### src/rtl/cpu_ctrl_pkg.sv
// Shared definitions for the LEGv8 run/step/halt controller:
// the FSM state encoding, its width and the default HLT opcode.
package cpu_ctrl_pkg;

  localparam int STATE_W = 3;

  localparam logic [31:0] HLT_ENC_DEFAULT = 32'hD440_0000;

  typedef enum logic [STATE_W-1:0] {
    ST_IDLE  = 3'd0,
    ST_RUN   = 3'd1,
    ST_STEP  = 3'd2,
    ST_BREAK = 3'd3,
    ST_HALT  = 3'd4
  } cpu_state_e;

endpackage

### src/rtl/sync_debounce.sv
// Two-flop synchronizer followed by a debouncer. A new input level is
// accepted only after it has differed from the accepted level for
// DEB_CYCLES consecutive clocks. The accepted level's rising edge is
// reported as a one-cycle pulse.
module sync_debounce #(
  parameter int DEB_CYCLES = 16
) (
  input  logic clk,
  input  logic rst_n,
  input  logic din,
  output logic pulse
);

  localparam int CW = $clog2(DEB_CYCLES);

  logic          meta_reg;
  logic          sync_reg;
  logic          stable_reg;
  logic          pulse_reg;
  logic [CW-1:0] cnt_reg;

  // Bring the raw button into the clock domain.
  always_ff @(posedge clk or negedge rst_n) begin
    if (!rst_n) begin
      meta_reg <= 1'b0;
      sync_reg <= 1'b0;
    end else begin
      meta_reg <= din;
      sync_reg <= meta_reg;
    end
  end

  // Count consecutive disagreeing cycles; accept the new level once the
  // count has run its course. The pulse is raised on the same edge that
  // accepts a high level, so it is aligned with the stable level's rise.
  always_ff @(posedge clk or negedge rst_n) begin
    if (!rst_n) begin
      stable_reg <= 1'b0;
      cnt_reg    <= '0;
      pulse_reg  <= 1'b0;
    end else begin
      pulse_reg <= 1'b0;
      if (sync_reg == stable_reg) begin
        cnt_reg <= '0;
      end else if (cnt_reg == CW'(DEB_CYCLES - 1)) begin
        stable_reg <= sync_reg;
        cnt_reg    <= '0;
        pulse_reg  <= sync_reg;
      end else begin
        cnt_reg <= cnt_reg + CW'(1);
      end
    end
  end

  assign pulse = pulse_reg;

endmodule

### src/rtl/cpu_run_controller.sv
// Run/step/halt sequencer for the single-cycle LEGv8 core. cpu_en is the
// one qualifier for PC load, RF write and DMIO write; an instruction that
// triggers a stop (HLT or breakpoint) never retires.
module cpu_run_controller
  import cpu_ctrl_pkg::*;
#(
  parameter int          PC_W       = 64,
  parameter int          CNT_W      = 32,
  parameter int          DEB_CYCLES = 16,
  parameter logic [31:0] HLT_ENC    = HLT_ENC_DEFAULT
) (
  input  logic               clk,
  input  logic               rst_n,
  input  logic               run_sw,
  input  logic               step_btn,
  input  logic               bp_en,
  input  logic [PC_W-1:0]    bp_addr,
  input  logic [PC_W-1:0]    pc,
  input  logic [31:0]        instr,
  output logic               cpu_en,
  output logic [STATE_W-1:0] state,
  output logic               halted,
  output logic [CNT_W-1:0]   retired
);

  localparam logic [STATE_W-1:0] IDLE  = ST_IDLE;
  localparam logic [STATE_W-1:0] RUN   = ST_RUN;
  localparam logic [STATE_W-1:0] STEP  = ST_STEP;
  localparam logic [STATE_W-1:0] BREAK = ST_BREAK;
  localparam logic [STATE_W-1:0] HALT  = ST_HALT;

  logic               run_meta_reg;
  logic               run_s_reg;
  logic               run_q_reg;
  logic               run_rise;
  logic               step_pulse;
  logic               stop_hlt;
  logic               stop_bp;
  logic               bp_skip_reg;
  logic               bp_rearm;
  logic [STATE_W-1:0] state_reg;
  logic [STATE_W-1:0] state_next;
  logic [CNT_W-1:0]   retired_reg;

  // Run switch: plain 2-flop synchronizer plus one extra flop for edge detect.
  always_ff @(posedge clk or negedge rst_n) begin
    if (!rst_n) begin
      run_meta_reg <= 1'b0;
      run_s_reg    <= 1'b0;
      run_q_reg    <= 1'b0;
    end else begin
      run_meta_reg <= run_sw;
      run_s_reg    <= run_meta_reg;
      run_q_reg    <= run_s_reg;
    end
  end

  assign run_rise = run_s_reg & ~run_q_reg;

  sync_debounce #(
    .DEB_CYCLES(DEB_CYCLES)
  ) u_step_db (
    .clk   (clk),
    .rst_n (rst_n),
    .din   (step_btn),
    .pulse (step_pulse)
  );

  assign stop_hlt = (instr == HLT_ENC);
  assign stop_bp  = bp_en & (pc == bp_addr) & ~bp_skip_reg;

  assign cpu_en = ((state_reg == RUN) | (state_reg == STEP)) & ~stop_hlt & ~stop_bp
                & ~((state_reg == RUN) & ~run_s_reg);

  // Next-state selection; HLT is tested before the breakpoint so it wins.
  always_comb begin
    state_next = state_reg;
    bp_rearm   = 1'b0;
    case (state_reg)
      IDLE: begin
        if (run_s_reg)       state_next = RUN;
        else if (step_pulse) state_next = STEP;
      end
      RUN: begin
        if (stop_hlt)        state_next = HALT;
        else if (stop_bp)    state_next = BREAK;
        else if (!run_s_reg) state_next = IDLE;
      end
      STEP: begin
        if (stop_hlt)        state_next = HALT;
        else if (stop_bp)    state_next = BREAK;
        else                 state_next = IDLE;
      end
      BREAK: begin
        if (step_pulse) begin
          state_next = STEP;
          bp_rearm   = 1'b1;
        end else if (run_rise) begin
          state_next = RUN;
          bp_rearm   = 1'b1;
        end
      end
      HALT:    state_next = HALT;
      default: state_next = IDLE;
    endcase
  end

  // State register, breakpoint skip flag and saturating retire counter.
  always_ff @(posedge clk or negedge rst_n) begin
    if (!rst_n) begin
      state_reg   <= IDLE;
      bp_skip_reg <= 1'b0;
      retired_reg <= '0;
    end else begin
      state_reg <= state_next;
      if (bp_rearm)    bp_skip_reg <= 1'b1;
      else if (cpu_en) bp_skip_reg <= 1'b0;
      if (cpu_en && (retired_reg != {CNT_W{1'b1}}))
        retired_reg <= retired_reg + CNT_W'(1);
    end
  end

  assign state   = state_reg;
  assign halted  = (state_reg == HALT);
  assign retired = retired_reg;

endmodule

### config.mk
export PLATFORM = sky130hd
export DESIGN_NAME = cpu_run_controller
export DESIGN_NICKNAME = d
export VERILOG_FILES = /design/src/rtl/cpu_ctrl_pkg.sv /design/src/rtl/sync_debounce.sv /design/src/rtl/cpu_run_controller.sv
export SDC_FILE = /design/constraint.sdc
export NUM_CORES = 1
export LEC_CHECK = 0
export ABC_AREA = 1
export CAP_MARGIN = 20
export CORE_UTILIZATION = 27
export DETAILED_ROUTE_END_ITERATION = 10
export SETUP_SLACK_MARGIN = 0.15
export SYNTH_ARGS = -nofsm -noshare
export SYNTH_HDL_FRONTEND = slang
export SYNTH_SLANG_ARGS = --single-unit
### constraint.sdc
create_clock -name clk -period 4.85 [get_ports clk]
set_input_delay 0.7275 -clock clk [delete_from_list [all_inputs] [get_ports clk]]
set_output_delay 0.7275 -clock clk [all_outputs]
set_load 0.005 [all_outputs]
==> results.md, run 1 <==
- PortBufs: between 200 and 250
- Vias in the first global route: approximately 5000
- Fin nets: around 1200
- Crit path DAT: about 2.8 ns
- Setup crit start kind: primary input
- Max Root-Sink Buffers: 2
- Routed vias/inst: ~4.4
- Cell Area, Synth: 4630 um2
- Static Leak: 3.39 nW
- # IOs: 202
- DIE WIDTH: roughly 130 um
- Largest family of logic cells by synthesized area: simple AND/OR/NAND/NOR gates
- # DRC: 0
- Min-delay src: u_step_db.meta_reg
- Remaining antenna violation count: 0
- Sequential area share after synthesis: 0.254
- Setup bufs post-CTS: 0
- Clock root buffer: clkbuf_16
- N_diodes: 0
- Fin. Hold Viols: 0
- Full die area: about 18000 um2
- DR vias: 5304
- Worst setup EP type: primary output
- Clock-pin slew on the worst setup and hold paths: 0.06 ns
- Detailed Route Iter0 Violations: approximately 230
- Final Cycle Share: 0.718
- Layout Skew: between 0.006 and 0.007 ns
- Final Max Tran Viols: 0
- Syn Area/Cell: just under 6 um2
- Largest cells by area after synthesis: dfrtp_1 25%, nand2_1 23%, inv_1 13%, nor2_1 11%, o21ai_2 5.1%
- Count of cell types in the netlist: 30
- Core Area: between 15000 and 20000 um2
- Final setup violation count: 0
- CTS sink cnt: 47
- Initial Utilization: 0.278
- Yosys warns: 0
- Mux cell area share after synthesis: 0
- Worst hold slack: 0.354 ns
- Synthesis-to-finish area growth: 51.9%
- FP Rows: 47
- First-pass GRT wire length: between 20000 and 30000 um
- Drt total wl: 15900 um
- CTS tree: built
- Worst min-delay path class: reg -> reg
- Fmax: roughly 0.29 GHz
- Reg2reg start: retired[0]
- CP Max Fanout: 4
- H-tree level count: 2
- Total CTS buffers: 5
- Max Cap Violations: 0
- Most common library cell in the layout ignoring fill and taps: nand2_1
- Status: finished clean
- Yosys top cell by area: dfrtp_1
- Tmin final: 3.48 ns
- WL/cell: roughly 13 um
- Clock Latency Late Sink: ~0.29 ns
- Share of layout cells above drive strength 1: 0.0490
- Most frequent cells in the layout: 287 x nand2_1, 200 x clkdlybuf4s50_1, 158 x inv_1, 130 x nor2_1, 47 x dfrtp_1
- Post-CTS Hold Buffers: 0
- Die Height: ~130 um
- Largest net degree at the start of global routing: 64
- Worst setup path class: in -> out
- HPWL Detailed: 13500 um
- Synth Area in Compound Gates: 0.0726
- Post-Syn Nets: 962
- Initial antenna violation count: 0
- Worst Setup SP: bp_addr[14]
- Post-Synth XOR/XNOR Area: 0.0794
- Fin Setup TNS: 0 ns
- Remaining global-route overflow: 0
- GRT Total Usage: 0.181
- WP data required: approximately 4.1 ns
- Cts repair resizes: 0
- Synthesis-stage register bit count: 47
- GPL Wtd Cong: between 0.9 and 1
- Adder-cell share of the synthesized area: 0.00540
- PD cells: between 200 and 250 nW/um2
- Post-synthesis simple-gate area fraction: 0.445
- Synth Instances: approximately 800
- Worst slew margin: 0.462
- Peak VDD IR: around 220 uV
- TritonRoute pass-1 iters: 5
- Worst-margin pin slew: ~0.8 ns
- Number of flip-flops under the largest register name: 32
- RSZ-0062 raised after global routing: no
- Synth top area share: 0.254
path summary, 6_finish.rpt:
check                                     end  cells after the start  slack [ns]
hold reg to reg            u_step_db.sync_reg                      0        0.35
setup reg to reg                   retired[9]                      9        2.42
hold / removal             u_step_db.sync_reg                      0        0.35
setup / recovery                       cpu_en                     10        1.37
max in group asynchronous         retired[12]                      2        4.01
min in group asynchronous          retired[4]                      1        0.36
power breakdown:
group          internal [mW]  total, mW  leakage (nW)  switching, mW
clock network          0.256      0.400        0.0868          0.144
logic                  0.287      0.632          2.67          0.346
registers              0.424      0.470         0.634         0.0465
total                  0.967       1.50          3.39          0.536
through the flow:
step	setup WS, ns	total power, mW	util	std cells	cell area (um2)
finish	1.37	1.50	0.423	1219	7040
global route	1.20	1.61	0.423	1219	7040
CTS	1.35	1.52	0.422	1218	7020
detailed placement	1.35	1.11	0.411	1210	6840
global placement	1.38	1.11	0.411	1210	6840
floorplan	2.62	0.886	-	795	4630
synth_stat cells, drive strengths merged:
library cell  count
and3              1
or2               4
o21a              1
nand4            23
nand2           289
buf               6
nor3             17
nand3            17
xor2             23
a21oi             3
nor4              5
nor2            131
dfrtp            47
o21ai            39
inv             159
ha                2
nand3b            7
o32ai             2
xnor2            19
cell families (layout without fill, tap and decap cells):
logic type,count (synthesis),count (layout)
buffers and inverters,165,369
XOR/XNOR,42,42
flip-flops,47,47
AND/OR/NAND/NOR,494,494
adder cells (fa/ha/maj),2,2
AO/OA/AOI/OAI,45,45
area by class of cell:
class | instances | area (um2)
Fill cell | 1776 | 9600
Multi-Input combinational cell | 583 | 2790
Timing Repair Buffer | 202 | 2030
Sequential cell | 47 | 1180
Inverter | 159 | 597
Tap cell | 220 | 275
Clock buffer | 6 | 139
Clock inverter | 2 | 35.0
critical path, cell delays in order:
cell and delay (ns):
clkdlybuf4s50_1 0.45, xnor2_1 0.29, nand2_1 0.10, nor2_1 0.16, nand2_1 0.09, nor2_1 0.13
nand3_2 0.16, nand2_1 0.11, inv_1 0.05, clkdlybuf4s50_1 0.48
metal layers:
layer	track usage	vias up	wire length [um]
met3	0.0295	6	1130
li1	-	2808	-
met2	0.320	175	7550
met5	0	-	0
met1	0.233	2315	7060
met4	0.0275	0	110
Note: power is estimated with default switching activity, not from simulation.
==> run 2: changes to the inputs <==
==> constraint.sdc (replaced) <==
create_clock -name clk -period 3.3 [get_ports clk]
set_input_delay 0.495 -clock clk [delete_from_list [all_inputs] [get_ports clk]]
set_output_delay 0.495 -clock clk [all_outputs]
set_load 0.005 [all_outputs]
==> results.md, run 2 (synthesized netlist as in run 1, its figures left out) <==
- Status: finished clean
- CTS tree: built
- Worst min-delay path class: in -> async
- CTS sink cnt: between 40 and 50
- Clock root buffer: clkbuf_16
- Share of layout cells above drive strength 1: 0.0509
- GRT Total Usage: 0.182
- Static Leak: ~3.4 nW
- Core Area: around 17000 um2
- Tmin final: slightly above 3 ns
- Worst R2R Setup Slack: 1.18 ns
- PortBufs: roughly 200
- DIE WIDTH: 133 um
- Clock-pin slew on the worst setup and hold paths: around 0.06 ns
- Detailed Route Iter0 Violations: around 250
- RSZ-0062 raised after global routing: no
- Crit path DAT: about 2.5 ns
- Total CTS buffers: 5
- # IOs: roughly 200
- Worst-margin pin slew: roughly 0.75 ns
- FP Rows: 47
- DR vias: just over 5000
- Worst Reg-to-Reg Cells: 9
- Largest net degree at the start of global routing: 64
- Max Root-Sink Buffers: 2
- Most frequent cell on the critical path: nand2_1
- Routed vias/inst: approximately 4.3
- Post-CTS Hold Buffers: 0
- Critical-path top delay cell: clkdlybuf4s50_1
- Remaining global-route overflow: 0
- PD cells: about 320 nW/um2
- Final setup violation count: 0
- HPWL Detailed: between 10000 and 15000 um
- Most frequent cells in the layout: 287 x nand2_1, 200 x clkdlybuf4s50_1, 158 x inv_1, 130 x nor2_1, 47 x dfrtp_1
- Post-Place Cell Area: 6870 um2
- Fin. Hold Viols: 0
- # DRC: 0
- Layout Skew: roughly 0.0080 ns
- Drt total wl: between 15000 and 20000 um
- Clock Latency Late Sink: ~0.29 ns
- Setup crit start kind: primary input
- WP data required: approximately 2.8 ns
- H-tree level count: 2
- Synthesis-to-finish area growth: 52.4%
- CP Max Fanout: 3
- Max Cap Violations: 0
- First-pass GRT wire length: ~26000 um
- Capturing point of the worst reg2reg path: retired[15]
- Full die area: between 15000 and 20000 um2
- WL/cell: around 13 um
- Initial Utilization: 0.278
- GPL Wtd Cong: 0.894
- Total chip power: 2.27 mW
- Initial antenna violation count: 1
- TritonRoute pass-1 iters: 4
- Final Max Tran Viols: 0
- Worst setup EP type: primary output
- Final Cycle Share: 0.915
- Most common library cell in the layout ignoring fill and taps: nand2_1
- Layout fillers: between 1500 and 2000
- Vias in the first global route: just under 5000
- Fin nets: roughly 1200
- Die Height: 133 um
- Worst slew margin: 0.501
- Remaining antenna violation count: 0
- Fmax: about 0.33 GHz
- Layout Cell Area excl Fill: between 7000 and 8000 um2
- Fin Setup TNS: 0 ns
- Number of flip-flops under the largest register name: 32
- Reg2reg start: retired[0]
- Worst Setup SP: bp_addr[14]
- Max incr delay on CP: 0.48 ns
- Peak VDD IR: 363 uV
- Worst path cell trace: clkdlybuf4s50_1 -> xnor2_1 -> nand2_1 -> nor2_1 -> nand2_1 -> nor2_1 -> nand3_2 -> nand2_1 -> inv_1 -> clkdlybuf4s50_1
- Worst setup path class: in -> out
run 2: worst max-delay path by stage:
stage               slack, ns  depth (start not counted)     end
floorplan                1.53                         11  cpu_en
global placement         0.24                         10  cpu_en
detailed placement       0.26                         10  cpu_en
CTS                      0.23                         10  cpu_en
global route             0.15                         13  cpu_en
finish                   0.28                         10  cpu_en
run 2: power by group:
| part | total [mW] | internal (mW) | leakage, nW | switching [mW] |
|---|---|---|---|---|
| registers | 0.692 | 0.622 | 0.634 | 0.0700 |
| logic | 0.971 | 0.451 | 2.68 | 0.520 |
| clock network | 0.602 | 0.381 | 0.0875 | 0.221 |
| total | 2.27 | 1.45 | 3.40 | 0.812 |
run 2: metrics by stage:
step	utilization	hold WS (ns)	std cells	setup slack, ns
2_1_floorplan	-	0.199	795	1.53
3_3_place_gp	0.413	0.333	1212	0.245
3_5_place_dp	0.413	0.335	1212	0.257
4_1_cts	0.424	0.312	1220	0.229
5_1_grt	0.424	0.349	1222	0.149
6_report	0.424	0.270	1222	0.281
run 2: final cells by class:
cell class                 count  area [um2]  share of cell area
timing repair buffer         204        2040               0.289
tap                          220         275              0.0390
sequential                    47        1180               0.167
multi-input combinational    583        2790               0.395
inverter                     159         597              0.0845
clock buffer                   6         139              0.0197
antenna                        1        2.50            0.000354
clock inverter                 2        38.8             0.00549
run 2: critical path: cells and delay by family:
kind                      cells  cell delay (ns)
and+or+nand+nor               6             0.76
buffers and inverters         3             0.99
xor gates and xnor gates      1             0.29
run 2: repair_timing:
action | 4_1_cts | 5_1_grt
gates resized for setup | 0 | 0
setup endpoints to repair | 0 | 1
setup buffers | 0 | 1
run 2: layer usage:
layer | vias up | track usage | share of wire
li1 | 2806 | - | -
met1 | 2239 | 0.245 | 0.47
met2 | 140 | 0.307 | 0.47
met3 | 13 | 0.0268 | 0.058
met4 | 0 | 0.0377 | 0.011
met5 | - | 0 | 0
==> run 3: changes to the inputs <==
==> constraint.sdc (replaced) <==
create_clock -name clk -period 3.7 [get_ports clk]
set_input_delay 0.555 -clock clk [delete_from_list [all_inputs] [get_ports clk]]
set_output_delay 0.555 -clock clk [all_outputs]
set_load 0.005 [all_outputs]
==> results.md, run 3 (synthesized netlist as in run 1, its figures left out) <==
- Remaining global-route overflow: 0
- Clock root buffer: clkbuf_16
- CTS sink cnt: 47
- Crit path DAT: 2.55 ns
- Capture point of the critical path: cpu_en
- DIE WIDTH: around 130 um
- CP Max Fanout: 4
- Vias in the first global route: about 5000
- Max Root-Sink Buffers: 2
- Post-CTS Hold Buffers: 0
- Worst-margin pin slew: around 0.75 ns
- Worst min-delay path class: in -> async
- Setup bufs post-CTS: 0
- Setup crit start kind: primary input
- Layout Skew: about 0.0027 ns
- PD cells: between 200 and 300 nW/um2
- Routed vias/inst: 4.31
- Tmin final: 3.10 ns
- Fin nets: 1166
- Fin. Hold Viols: 0
- Final Cycle Share: 0.838
- Initial antenna violation count: 1
- RSZ-0062 raised after global routing: no
- Static Leak: around 3.4 nW
- PortBufs: around 200
- Worst Setup SP: bp_addr[12]
- H-tree level count: 2
- Status: finished clean
- Capturing point of the worst reg2reg path: retired[24]
- Remaining antenna violation count: 0
- Worst R2R Setup Slack: ~1.2 ns
- Most common library cell in the layout ignoring fill and taps: nand2_1
- TritonRoute pass-1 iters: 4
- GPL Wtd Cong: ~0.91
- Most frequent cells in the layout: 287 x nand2_1, 200 x clkdlybuf4s50_1, 158 x inv_1, 130 x nor2_1, 47 x dfrtp_1
- Share of layout cells above drive strength 1: 0.0500
- Fin Setup TNS: 0 ns
- Worst setup path class: in -> out
- Worst setup EP type: primary output
- Detailed Route Iter0 Violations: 280
- Max Cap Violations: 0
- Final setup violation count: 0
- CTS tree: built
- # DRC: 0
- Fmax: 0.322 GHz
- Worst slew margin: 0.500
- Reg2reg start: retired[0]
- GRT Total Usage: 0.179
- WL/cell: roughly 13 um
- DR vias: roughly 5300
- Cts repair resizes: 0
- Initial Utilization: 0.278
- Drt total wl: ~16000 um
- Placed insts: 1211
- Full die area: between 15000 and 20000 um2
- WP data required: ~3.1 ns
- FP Rows: 47
- HPWL Detailed: 13600 um
- Number of flip-flops under the largest register name: 32
- Total CTS buffers: 5
- Synthesis-to-finish area growth: 51.4%
- Worst Reg-to-Reg Cells: 10
- # IOs: between 200 and 250
- Die Height: 133 um
- Clock-pin slew on the worst setup and hold paths: 0.06 ns
- Layout Cells excl Fill: 1221
- Core Area: about 17000 um2
- Clock Latency Late Sink: 0.28 ns
- Final Max Tran Viols: 0
- First-pass GRT wire length: 24900 um
- Largest net degree at the start of global routing: between 60 and 70
- Final core utilization: 0.421
- Peak VDD IR: ~300 uV
run 3: cell count changes in the layout (fill, tap and decap cells not counted), sizes merged:
| cell | delta |
|---|---|
| inv | -1 |
| buf | -1 |
| bufinv | -1 |
| clkinv | +3 |
| clkbuf | -1 |
run 3: power breakdown:
part           internal [mW]  switching (mW)  total (mW)  leakage (nW)
combinational          0.384           0.461       0.845          2.67
sequential             0.555          0.0600       0.615         0.634
clock                  0.247           0.189       0.435        0.0734
total                   1.19           0.710        1.90          3.38
run 3: how the worst min path moves through the flow:
stage	start	end	cells after the start	slack [ns]
2_1_floorplan	rst_n	bp_skip_reg	0	0.26
3_3_place_gp	u_step_db.meta_reg	u_step_db.sync_reg	0	0.33
3_5_place_dp	u_step_db.meta_reg	u_step_db.sync_reg	0	0.34
4_1_cts	u_step_db.meta_reg	u_step_db.sync_reg	0	0.35
5_1_grt	rst_n	retired[23]	1	0.20
6_report	rst_n	retired[20]	1	0.18
run 3: metrics by stage:
step	hold slack, ns	area [um2]	power (mW)	worst slack, ns
2_1_floorplan	0.259	4630	1.16	1.81
3_3_place_gp	0.333	6850	1.47	0.571
3_5_place_dp	0.336	6850	1.47	0.588
4_1_cts	0.351	6990	1.92	0.579
5_1_grt	0.204	7010	2.04	0.400
6_report	0.185	7010	1.90	0.598
run 3: cell type report:
cell class | count | area (um2)
Tap cell | 220 | 275
Timing Repair Buffer | 203 | 2030
Multi-Input combinational cell | 583 | 2790
Fill cell | 1784 | 9630
Clock buffer | 5 | 125
Sequential cell | 47 | 1180
Inverter | 159 | 597
Clock inverter | 3 | 15.0
Antenna cell | 1 | 2.50
run 3: routing by layer:
layer  part of all wire  GRT usage  vias to the layer above
li1                   -          -                     2800
met1               0.45      0.231                     2301
met2               0.47      0.316                      154
met3              0.069     0.0284                        9
met4             0.0087     0.0268                        0
met5                  0          0                        -
run 3: critical path: stages:
cell             delay (ns)
clkdlybuf4s50_1        0.41
xnor2_1                0.33
nand3_1                0.13
nor2_1                 0.11
nand2_1                0.07
nor2_1                 0.13
nand3_2                0.16
nand2_1                0.11
inv_1                  0.05
clkdlybuf4s50_1        0.48
